--- config.mk ---
export PLATFORM = sky130hd
export DESIGN_NAME = cap_check_pipe
export DESIGN_NICKNAME = d
export VERILOG_FILES = /design/src/rtl/cap_check_pkg.sv /design/src/rtl/cap_check_core.sv /design/src/rtl/cap_check_pipe.sv
export SDC_FILE = /design/constraint.sdc
export NUM_CORES = 1
export LEC_CHECK = 0
export ABC_AREA = 1
export ABC_CLOCK_PERIOD_IN_PS = 2180
export CAP_MARGIN = 20
export CELL_PAD_IN_SITES_DETAIL_PLACEMENT = 0
export CELL_PAD_IN_SITES_GLOBAL_PLACEMENT = 1
export CORE_ASPECT_RATIO = 0.7
export CORE_UTILIZATION = 38
export DETAILED_ROUTE_END_ITERATION = 6
export PLACE_DENSITY_LB_ADDON = 0.1
export SLEW_MARGIN = 10
export SYNTH_ARGS = -nofsm -noshare
export SYNTH_HDL_FRONTEND = slang
export SYNTH_SLANG_ARGS = --single-unit
export TNS_END_PERCENT = 30
--- constraint.sdc ---
create_clock -name clk -period 2.18 [get_ports clk]
set_input_delay 0.218 -clock clk [delete_from_list [all_inputs] [get_ports clk]]
set_output_delay 0.218 -clock clk [all_outputs]
set_load 0.01 [all_outputs]
--- src/rtl/cap_check_pkg.sv ---
// cap_check_pkg: cause codes, request/response types and access size helper for the capability checker
package cap_check_pkg;
    localparam logic [2:0] NONE   = 3'd0;
    localparam logic [2:0] TAG    = 3'd1;
    localparam logic [2:0] BOUNDS = 3'd2;
    localparam logic [2:0] PERM   = 3'd3;
    typedef struct packed {
        logic tag;
        logic need_load;
        logic need_store;
        logic need_exec;
        logic perm_load;
        logic perm_store;
        logic perm_exec;
    } cap_req;
    typedef struct packed {
        logic       ok;
        logic [2:0] cause;
    } cap_rsp;
    function automatic logic [3:0] size_mask(input logic [1:0] size);
        return (4'd1 << size) - 4'd1;
    endfunction
endpackage

--- src/rtl/cap_check_core.sv ---
// cap_check_core: combinational priority checker producing the tag/bounds/permission verdict
module cap_check_core
    import cap_check_pkg::*;
#(
    parameter int AW = 64
) (
    input  logic [AW:0] top,
    input  logic [AW:0] last,
    input  logic        below,
    input  cap_req      req,
    output cap_rsp      rsp
);
    logic       need;
    logic       lack;
    logic [2:0] cause;
    always_comb begin
        need = req.need_load | req.need_store | req.need_exec;
        lack = (req.need_load & ~req.perm_load) | (req.need_store & ~req.perm_store) |
               (req.need_exec & ~req.perm_exec);
        cause = !need ? NONE : !req.tag ? TAG : (below || last >= top) ? BOUNDS : lack ? PERM : NONE;
        rsp.ok = cause == NONE;
        rsp.cause = cause;
    end
endmodule

--- src/rtl/cap_check_pipe.sv ---
// cap_check_pipe: 2-stage capability access checker; fault record built only with CAP_CHECK_FAULT_LOG_EN
module cap_check_pipe
    import cap_check_pkg::*;
#(
    parameter int AW   = 64,
    parameter int ID_W = 4
) (
    input  logic            clk,
    input  logic            rst_n,
    input  logic            in_valid,
    output logic            in_ready,
    input  logic [ID_W-1:0] in_id,
    input  logic            cap_tag,
    input  logic [AW-1:0]   cap_base,
    input  logic [AW-1:0]   cap_length,
    input  logic [AW-1:0]   acc_addr,
    input  logic [1:0]      acc_size,
    input  logic            need_load,
    input  logic            need_store,
    input  logic            need_exec,
    input  logic            perm_load,
    input  logic            perm_store,
    input  logic            perm_exec,
    output logic            out_valid,
    input  logic            out_ready,
    output logic [ID_W-1:0] out_id,
    output logic            out_ok,
    output logic [2:0]      out_cause,
    output logic            fault_valid,
    output logic [2:0]      fault_cause,
    output logic [AW-1:0]   fault_addr,
    output logic [15:0]     fault_count,
    input  logic            fault_clear
);
    logic            adv;
    logic            s1_valid;
    logic            s1_below;
    logic [AW:0]     s1_top;
    logic [AW:0]     s1_last;
    logic [AW-1:0]   s1_addr;
    logic [AW-1:0]   out_addr;
    logic [ID_W-1:0] s1_id;
    cap_req          s1_req;
    cap_rsp          rsp;
    assign adv = !out_valid || out_ready;
    assign in_ready = adv;
    cap_check_core #(.AW(AW)) u_core (
        .top   (s1_top),
        .last  (s1_last),
        .below (s1_below),
        .req   (s1_req),
        .rsp   (rsp)
    );
    // Carry bit kept so a last byte past 2^AW compares above any top
    always_ff @(posedge clk or negedge rst_n) begin
        if (!rst_n) begin
            s1_valid <= 1'b0;
            s1_below <= 1'b0;
            s1_top <= '0;
            s1_last <= '0;
            s1_addr <= '0;
            s1_id <= '0;
            s1_req <= '0;
            out_valid <= 1'b0;
            out_id <= '0;
            out_ok <= 1'b0;
            out_cause <= NONE;
            out_addr <= '0;
        end else if (adv) begin
            s1_valid <= in_valid;
            s1_below <= acc_addr < cap_base;
            s1_top <= {1'b0, cap_base} + {1'b0, cap_length};
            s1_last <= {1'b0, acc_addr} + (AW+1)'(size_mask(acc_size));
            s1_addr <= acc_addr;
            s1_id <= in_id;
            s1_req <= '{tag: cap_tag, need_load: need_load, need_store: need_store,
                        need_exec: need_exec, perm_load: perm_load, perm_store: perm_store,
                        perm_exec: perm_exec};
            out_valid <= s1_valid;
            out_id <= s1_id;
            out_ok <= rsp.ok;
            out_cause <= rsp.cause;
            out_addr <= s1_addr;
        end
    end
`ifdef CAP_CHECK_FAULT_LOG_EN
    logic fire;
    assign fire = out_valid && out_ready && !out_ok;
    always_ff @(posedge clk or negedge rst_n) begin
        if (!rst_n || fault_clear) begin
            fault_valid <= 1'b0;
            fault_cause <= NONE;
            fault_addr <= '0;
            fault_count <= '0;
        end else if (fire) begin
            if (!fault_valid) begin
                fault_valid <= 1'b1;
                fault_cause <= out_cause;
                fault_addr <= out_addr;
            end
            if (fault_count != 16'hFFFF) fault_count <= fault_count + 16'd1;
        end
    end
`else
    logic unused_log;
    assign unused_log = ^{fault_clear, out_addr};
    assign fault_valid = 1'b0;
    assign fault_cause = NONE;
    assign fault_addr = '0;
    assign fault_count = '0;
`endif
endmodule

Word level (Yosys, flattened, before mapping)
Cells that the tools add are included.
- flip-flop bits (word level): 152
- bitwise logic cells: 10
- order comparisons: 2
- $add $sub $neg: 3
- shift-type cells: 1
- multiplexer cells: 4
- reductions and logical operators: 4
- operators with widths (cell ; count):
    adder 64 x 4 -> 65 bit ; 1
    adder 64 x 64 -> 65 bit ; 1
    greater-or-equal comparator 65 bit ; 1
    less-than comparator 64 bit ; 1
    two-way mux 3 bit ; 3
    OR 1 bit ; 4
    left shift 1 x 2 -> 4 bit (first input constant) ; 1
    subtractor 4 x 1 -> 4 bit (second input constant) ; 1
    AND 1 bit ; 3
    zero test 3 bit ; 1
    inverter 1 bit ; 3
    logical OR 1 bit ; 2
    two-way mux 2 bit ; 1
    zero test 1 bit ; 1

Depth between registers and ports, before layout
Gate-level depths: netlist of run 1.
- depth in word-level cells: 9
- depth in mapped cells: 18
- gate-level depth less buffers: 18

Modules after synthesis
From an unflattened synthesis of run 1, not the netlist that was laid out.
- cells, all modules: 2952
- area total of the unflattened synthesis: 17677.0 um^2
- modules (own cells, without submodules) (module ; cells an instance ; instances ; area an instance (um^2)):
    cap_check_pipe ; 2608 ; 1 ; 15686.3
    cap_check_core ; 344 ; 1 ; 1990.7

Worst setup path before layout of run 1
No wires, ideal clock.
- path type: input to register
- start: in acc_size[1]
- end: reg s1_last[52]
- required time: 2053 ps
- setup time: 127 ps
- stages: 14
- arrival: 2045 ps
- path buffers: 0
- slack: 8 ps
- cells stage by stage: or2_2 ha_1 inv_1 fa_1 inv_1 nand3_1 nand2_2 inv_2 nor2_4 nand4_4 nor3b_4 nand3_2 xor2_1 o21ai_2
- longest elaborated chain between the ends: 3
- ends and longest elaborated chain (what ; line ; source):
    start, declared ; cap_check_pipe.sv:17 ; input logic [1:0] acc_size,
    left shift 1 x 2 -> 4 bit ; cap_check_pkg.sv:21 ; return (4'd1 << size) - 4'd1;
    subtractor 4 x 1 -> 4 bit ; cap_check_pkg.sv:21 ;
    adder 64 x 4 -> 65 bit ; cap_check_pipe.sv:73 ; s1_last <= {1'b0, acc_addr} + (AW+1)'(size_mask(acc_size));
    end signal, assigned ; cap_check_pipe.sv:73 ;
    end, declared ; cap_check_pipe.sv:39 ; logic [AW:0] s1_last;
Every way passes these cells.
A chain may end at the register's enable or synchronous reset.

Worst setup path in the final report of run 1
- start: in cap_base[5]
- end: reg s1_top[28]
- longest elaborated chain between the ends: 1
- ends and longest elaborated chain (what ; line ; source):
    start, declared ; cap_check_pipe.sv:14 ; input logic [AW-1:0] cap_base,
    adder 64 x 64 -> 65 bit ; cap_check_pipe.sv:72 ; s1_top <= {1'b0, cap_base} + {1'b0, cap_length};
    end signal, assigned ; cap_check_pipe.sv:72 ;
    end, declared ; cap_check_pipe.sv:38 ; logic [AW:0] s1_top;
Every way passes these cells.

==> results.json, run 1 <==
{
  "grtUsageTotal_pct": 36.5,
  "dpl_cell_area_um2": 23500,
  "rrSetupSlack_ps": 20,
  "skew_ps": 14.2,
  "core_area_um2": 42400,
  "wl_per_cell_um": 21.0,
  "max_stage_delay_ps": 530,
  "relSlewSlack_pct": 55.9,
  "crit_top_cell": "buf_4",
  "synth-seq-cells": 151,
  "finalCritPeriodShare_pct": 101,
  "cts.sink_count": 151,
  "fin_nets": 3764,
  "grt_pass1_wl_um": 118000,
  "rsz0062_at_grt": "yes",
  "cts_buffer_depth": 2,
  "die-area_um2": 43900,
  "ir_drop_v": 0.000678,
  "clock_latency_ps": 450,
  "r2r-start": "s1_last[7]",
  "path_cells": "clkdlybuf4s50_1 -> ha_1 -> buf_4 -> a21oi_2 -> o21ai_1 -> a21oi_4 -> o21ai_2 -> buf_4 -> a21o_1 -> or2_1 -> nand3_1 -> o21ai_0",
  "worstRegToRegCells": 15,
  "leakage_nw": 13.2,
  "yosys_warnings": 0,
  "p_per_area_nw_per_um2": 512,
  "cts_root_buf": "clkbuf_16",
  "ys_seq_area_share_pct": 23.1,
  "worst_path_max_delay_cell": "clkdlybuf4s50_1",
  "pre_cts_slack_ps": -949,
  "wirelength_um": 82300,
  "synth-edff-count": 0,
  "ant_nets": 0,
  "drt_pass1_iterations": 6,
  "crit-reg2reg-capture": "out_cause[0]",
  "worst_hold_slack_ps": 266,
  "worst_pin_slew_ps": 662,
  "syn_to_final_growth_pct": 59.8,
  "cts_tree": "built",
  "grt_max_degree": 70,
  "finish.instance_area_um2": 26100,
  "violations": "negative setup slack",
  "grt_antenna_before_repair": 0,
  "post-route-drc-count": 0,
  "clkTransAtPathRegs_ps": 60,
  "die_x_um": 250,
  "hold_viol": 0,
  "synthArstFlopShare_pct": 100,
  "die_y_um": 176,
  "max_freq_ghz": 0.453,
  "hold_path.class": "input port to flip-flop",
  "grt_pass1_vias": 19139,
  "multiInputGateArea_um2": 12500,
  "vias_per_cell": 5.20,
  "crit_path_end": "s1_top[28]",
  "ios": 304,
  "worst-endpoint-required_ps": 2500,
  "syn_avg_cell_area_um2": 6.48,
  "drive_above_1_share_pct": 30.8,
  "startpoint": "cap_base[5]",
  "rows": 63,
  "crit_arrival_ps": 2530,
  "syn_area_um2": 16400,
  "cts_buffers": 17,
  "status": "finished, violations left",
  "htreeDepth": 4,
  "drt_iter0_markers": 2003,
  "portBuffers": 217,
  "ff_latch_area_um2": 3780,
  "maxCapViolCount": 0,
  "crit_type": "input port to flip-flop",
  "gp_congestion": 1.05,
  "tns_ps": -35.4,
  "grt.overflow.total": 0,
  "dp_hpwl_um": 69000,
  "nFillCells": 4029,
  "finalSetupViolations": 3,
  "synthDistinctLibCells": 57,
  "initial_core_util_pct": 38.6,
  "end_kind": "flip-flop",
  "antennaDiodeCount": 0,
  "vias": 20385,
  "min_period_ps": 2210,
  "critPathLaunchType": "input port",
  "synth-main-ff-cell": "dfrtp_1",
  "fin_ws_ps": -27.6,
  "drv_slew": 0,
  "syn_inst": 2524,
  "path_max_fanout": 4
}
[worst min-delay path by stage]
| stage | startpoint | end | depth (start not counted) |
|---|---|---|---|
| global route | cap_length[0] | s1_top[0] | 4 |
| CTS | cap_base[0] | s1_top[0] | 4 |
| global placement | rst_n | s1_top[33] | 1 |
| detailed placement | rst_n | s1_top[29] | 1 |
| floorplan | rst_n | out_cause[0] | 0 |
| finish | cap_length[0] | s1_top[0] | 4 |
[synth_stat cells (all sizes together), types with 9 or more instances]
cell	instances	area (µm²)
a21o	12	90.1
a21oi	158	795
a31oi	24	150
buf	89	654
clkbuf	28	105
dfrtp	151	3780
ha	196	2450
inv	387	1450
nand2	628	2370
nand3	152	781
nand4	53	347
nor2	284	1110
nor3	54	297
nor4	18	119
o21a	9	67.6
o21ai	167	855
or2	15	93.9
xnor2	26	228
xor2	32	280
[power by group]
group,switching [W],internal [W]
clock,0.00139,0.00171
sequential,0.000347,0.00331
combinational,0.00372,0.00290
[registers in the layout, indices dropped and copies added, names as in the netlist]
name and cells:
out_id 4, s1_last 65, s1_below 1, s1_valid 1, out_valid 1, s1_top 65, out_ok 1, out_cause 2
s1_req 7, s1_id 4
[cell families after synthesis]
kind of cell | Yosys count | share of synthesized area (%)
adders and majority gates | 198 | 15.2
buffers and inverters | 505 | 13.5
AOI/OAI and AO/OA | 394 | 13.1
and+or+nand+nor | 1217 | 31.9
DFF | 151 | 23.1
other | 1 | 0.0229
xor gates and xnor gates | 58 | 3.11
[metal layers]
layer	wire length (µm)	part of all wire, %	GRT usage [%]	vias up
met5	0	0	0	-
li1	-	-	-	9748
met2	31900	39	49.8	864
met4	2510	3.1	10.9	0
met1	39200	48	55.2	9659
met3	8630	10	9.13	114
[stage by stage]
step | util (%) | instances | power, W
6_report | 61.6 | 3918 | 0.0134
5_1_grt | 61.6 | 3918 | 0.0141
4_1_cts | 58.1 | 3907 | 0.0128
3_5_place_dp | 55.4 | 3869 | 0.00944
3_3_place_gp | 55.4 | 3869 | 0.00930
2_1_floorplan | - | 2609 | 0.00645
[worst max-delay path: cells and delay by family]
kind | cells | cell delay [ps]
simple gates | 2 | 270
compound gates | 6 | 920
fa+ha+maj | 1 | 270
buf+inv | 3 | 840
[cell type report]
cell class	instances	share of cell area, %
inverter	388	5.58
multi-input combinational	1953	47.8
tap	552	2.64
sequential	151	14.5
clock buffer	19	1.69
clock inverter	10	0.469
timing repair buffer	845	27.4
[what timing repair did]
| item | 4_1_cts | 5_1_grt |
|---|---|---|
| pin swaps | 34 | 78 |
| gates resized for setup | 167 | 346 |
| hold buffers | 1 | 0 |
| buffers inserted | 8 | 11 |
| hold endpoints to repair | 44 | 0 |
| endpoints found under the setup margin | 82 | 75 |
[cell usage in the layout (no fill, tap or decap), types with 86 or more instances in the layout]
| cell type | count |
|---|---|
| buf_4 | 609 |
| nand2_1 | 562 |
| inv_1 | 361 |
| nor2_1 | 194 |
| clkdlybuf4s50_1 | 149 |
| dfrtp_1 | 149 |
| ha_1 | 141 |
| nand3_1 | 129 |
| o21ai_0 | 106 |
| a21oi_1 | 106 |
| conb_1 | 86 |
(Power assumes the default switching activity.)
==> inputs of run 2 (changes only) <==
--- a/config.mk
+++ b/config.mk
@@ -12,6 +12,7 @@
 export CELL_PAD_IN_SITES_GLOBAL_PLACEMENT = 1
 export CORE_ASPECT_RATIO = 0.7
 export CORE_UTILIZATION = 38
+export CTS_CLUSTER_DIAMETER = 200
 export DETAILED_ROUTE_END_ITERATION = 6
 export PLACE_DENSITY_LB_ADDON = 0.1
 export SLEW_MARGIN = 10
==> results of run 2 <==
No change in the layout: final DEF, timing and power equal those of run 1.
==> variant (settings of run 2) <==
`ID_W`: 4 -> 6.
--- a/src/rtl/cap_check_pipe.sv
+++ b/src/rtl/cap_check_pipe.sv
@@ -4,5 +4,5 @@
 #(
     parameter int AW   = 64,
-    parameter int ID_W = 4
+    parameter int ID_W = 6
 ) (
     input  logic            clk,
Interface: changed (resized in_id and out_id); port bits go from 304 to 308. No check against the original RTL was run, so the function may have changed too.
==> variant against run 2 <==
- sequential cell count grew 4
- total power is 0.83% higher
- core utilization fell by 0.65 points
- design area shrank 0.14%
- routed wire length rose by 0.34%
- area after synthesis rose by 2.0%
- setup slack improved by 0.036 ns
- non-clock buffer count shrank 16
- global-route usage decreased by 0.54 points
- largest cell class unchanged
==> variant: results (changes against run 2) <==
[drt]
via_per_inst = 5.17  ; -0.57%
wl_met3_um = 8830  ; +2.4%
dr.first_iter.drc_count = 2167  ; +8.2%
m1WireLength_um = 39400  ; +0.39%

[pwr]
leakage_uw = 0.0132  ; -0.28%
vdd_drop_max_uv = 450  ; -34%
p_sw_uw = 5590  ; +2.4%
pwr-share-seq = 0.280  ; +0.007

[final_layout]
inv_count = 383  ; -1.3%
signal_buffers = 829  ; -1.9%
layout.nonclk_buf_frac = 0.269  ; -0.00480
final_nets = 3784  ; +0.53%
multi_input_area_um2 = 12400  ; -0.37%

[grt]
met1_usage = 0.558  ; +0.00595
grt_pass1_vias = 19100  ; -0.43%
met2_usage = 0.489  ; -0.00821
antenna_found_initial = 1  ; +1

[setup_path]
max_stage_delay_ns = 0.51  ; -0.02 ns
worstPathArrival_ns = 2.50  ; -0.03 ns
path_delay_family = buffers and inverters

[yosys]
synth-xor-area-share = 0.0341  ; +0.00307
ys_types = 58  ; +1.8%
synth_fa_ha_area_frac = 0.149  ; -0.00296
synth_common_cells = nand2_1, inv_1, nor2_1
yosysSeqAreaShare = 0.233  ; +0.00151
synth_area_um2 = 16700  ; +2.0%

[placement]
place_ws_ns = -0.865  ; +0.0841 ns
dp_cells = 3921  ; +1.3%
port_buffers = 221  ; +1.8%
gp_congestion = 1.01  ; -3.2%
dpl.hpwl_um = 69600  ; +0.78%

[sta]
worst_pin_slew_ns = 0.621  ; -0.0412 ns

[status]
outcome = complete, no violations

[clock_tree]
clk_latency_ns = 0.47  ; +0.02 ns

## variant: changes by cell type after synthesis, sizes merged, moves of 8 or more
cell / run 2 / this run
o21bai: 4 / 12
nor2: 284 / 292
xnor2: 26 / 36
nand4: 53 / 43
o21ai: 167 / 157
nand2: 628 / 675
## variant: path summary, 6_finish.rpt
path	from	to	slack (ns)	cells past startpoint
setup / recovery	cap_length[12]	s1_top[33]$_DFFE_PN0P_	0.008	14
hold / removal	acc_addr[12]	s1_last[12]$_DFFE_PN0P_	0.21	3
setup reg to reg	s1_top[35]$_DFFE_PN0P_	out_ok$_DFFE_PN0P_	0.03	13
hold reg to reg	s1_valid$_DFFE_PN0P_	out_valid$_DFFE_PN0P_	0.44	2
max in group asynchronous	rst_n	s1_last[27]$_DFFE_PN0P_	1.04	3
min in group asynchronous	rst_n	s1_top[23]$_DFFE_PN0P_	0.33	2
## variant: timing repair
action,CTS,global route
setup endpoints to repair,78,75
pin swaps,28,53
hold endpoints to repair,48,0
resized for setup,113,343
hold buffers,1,0
setup buffers,10,8
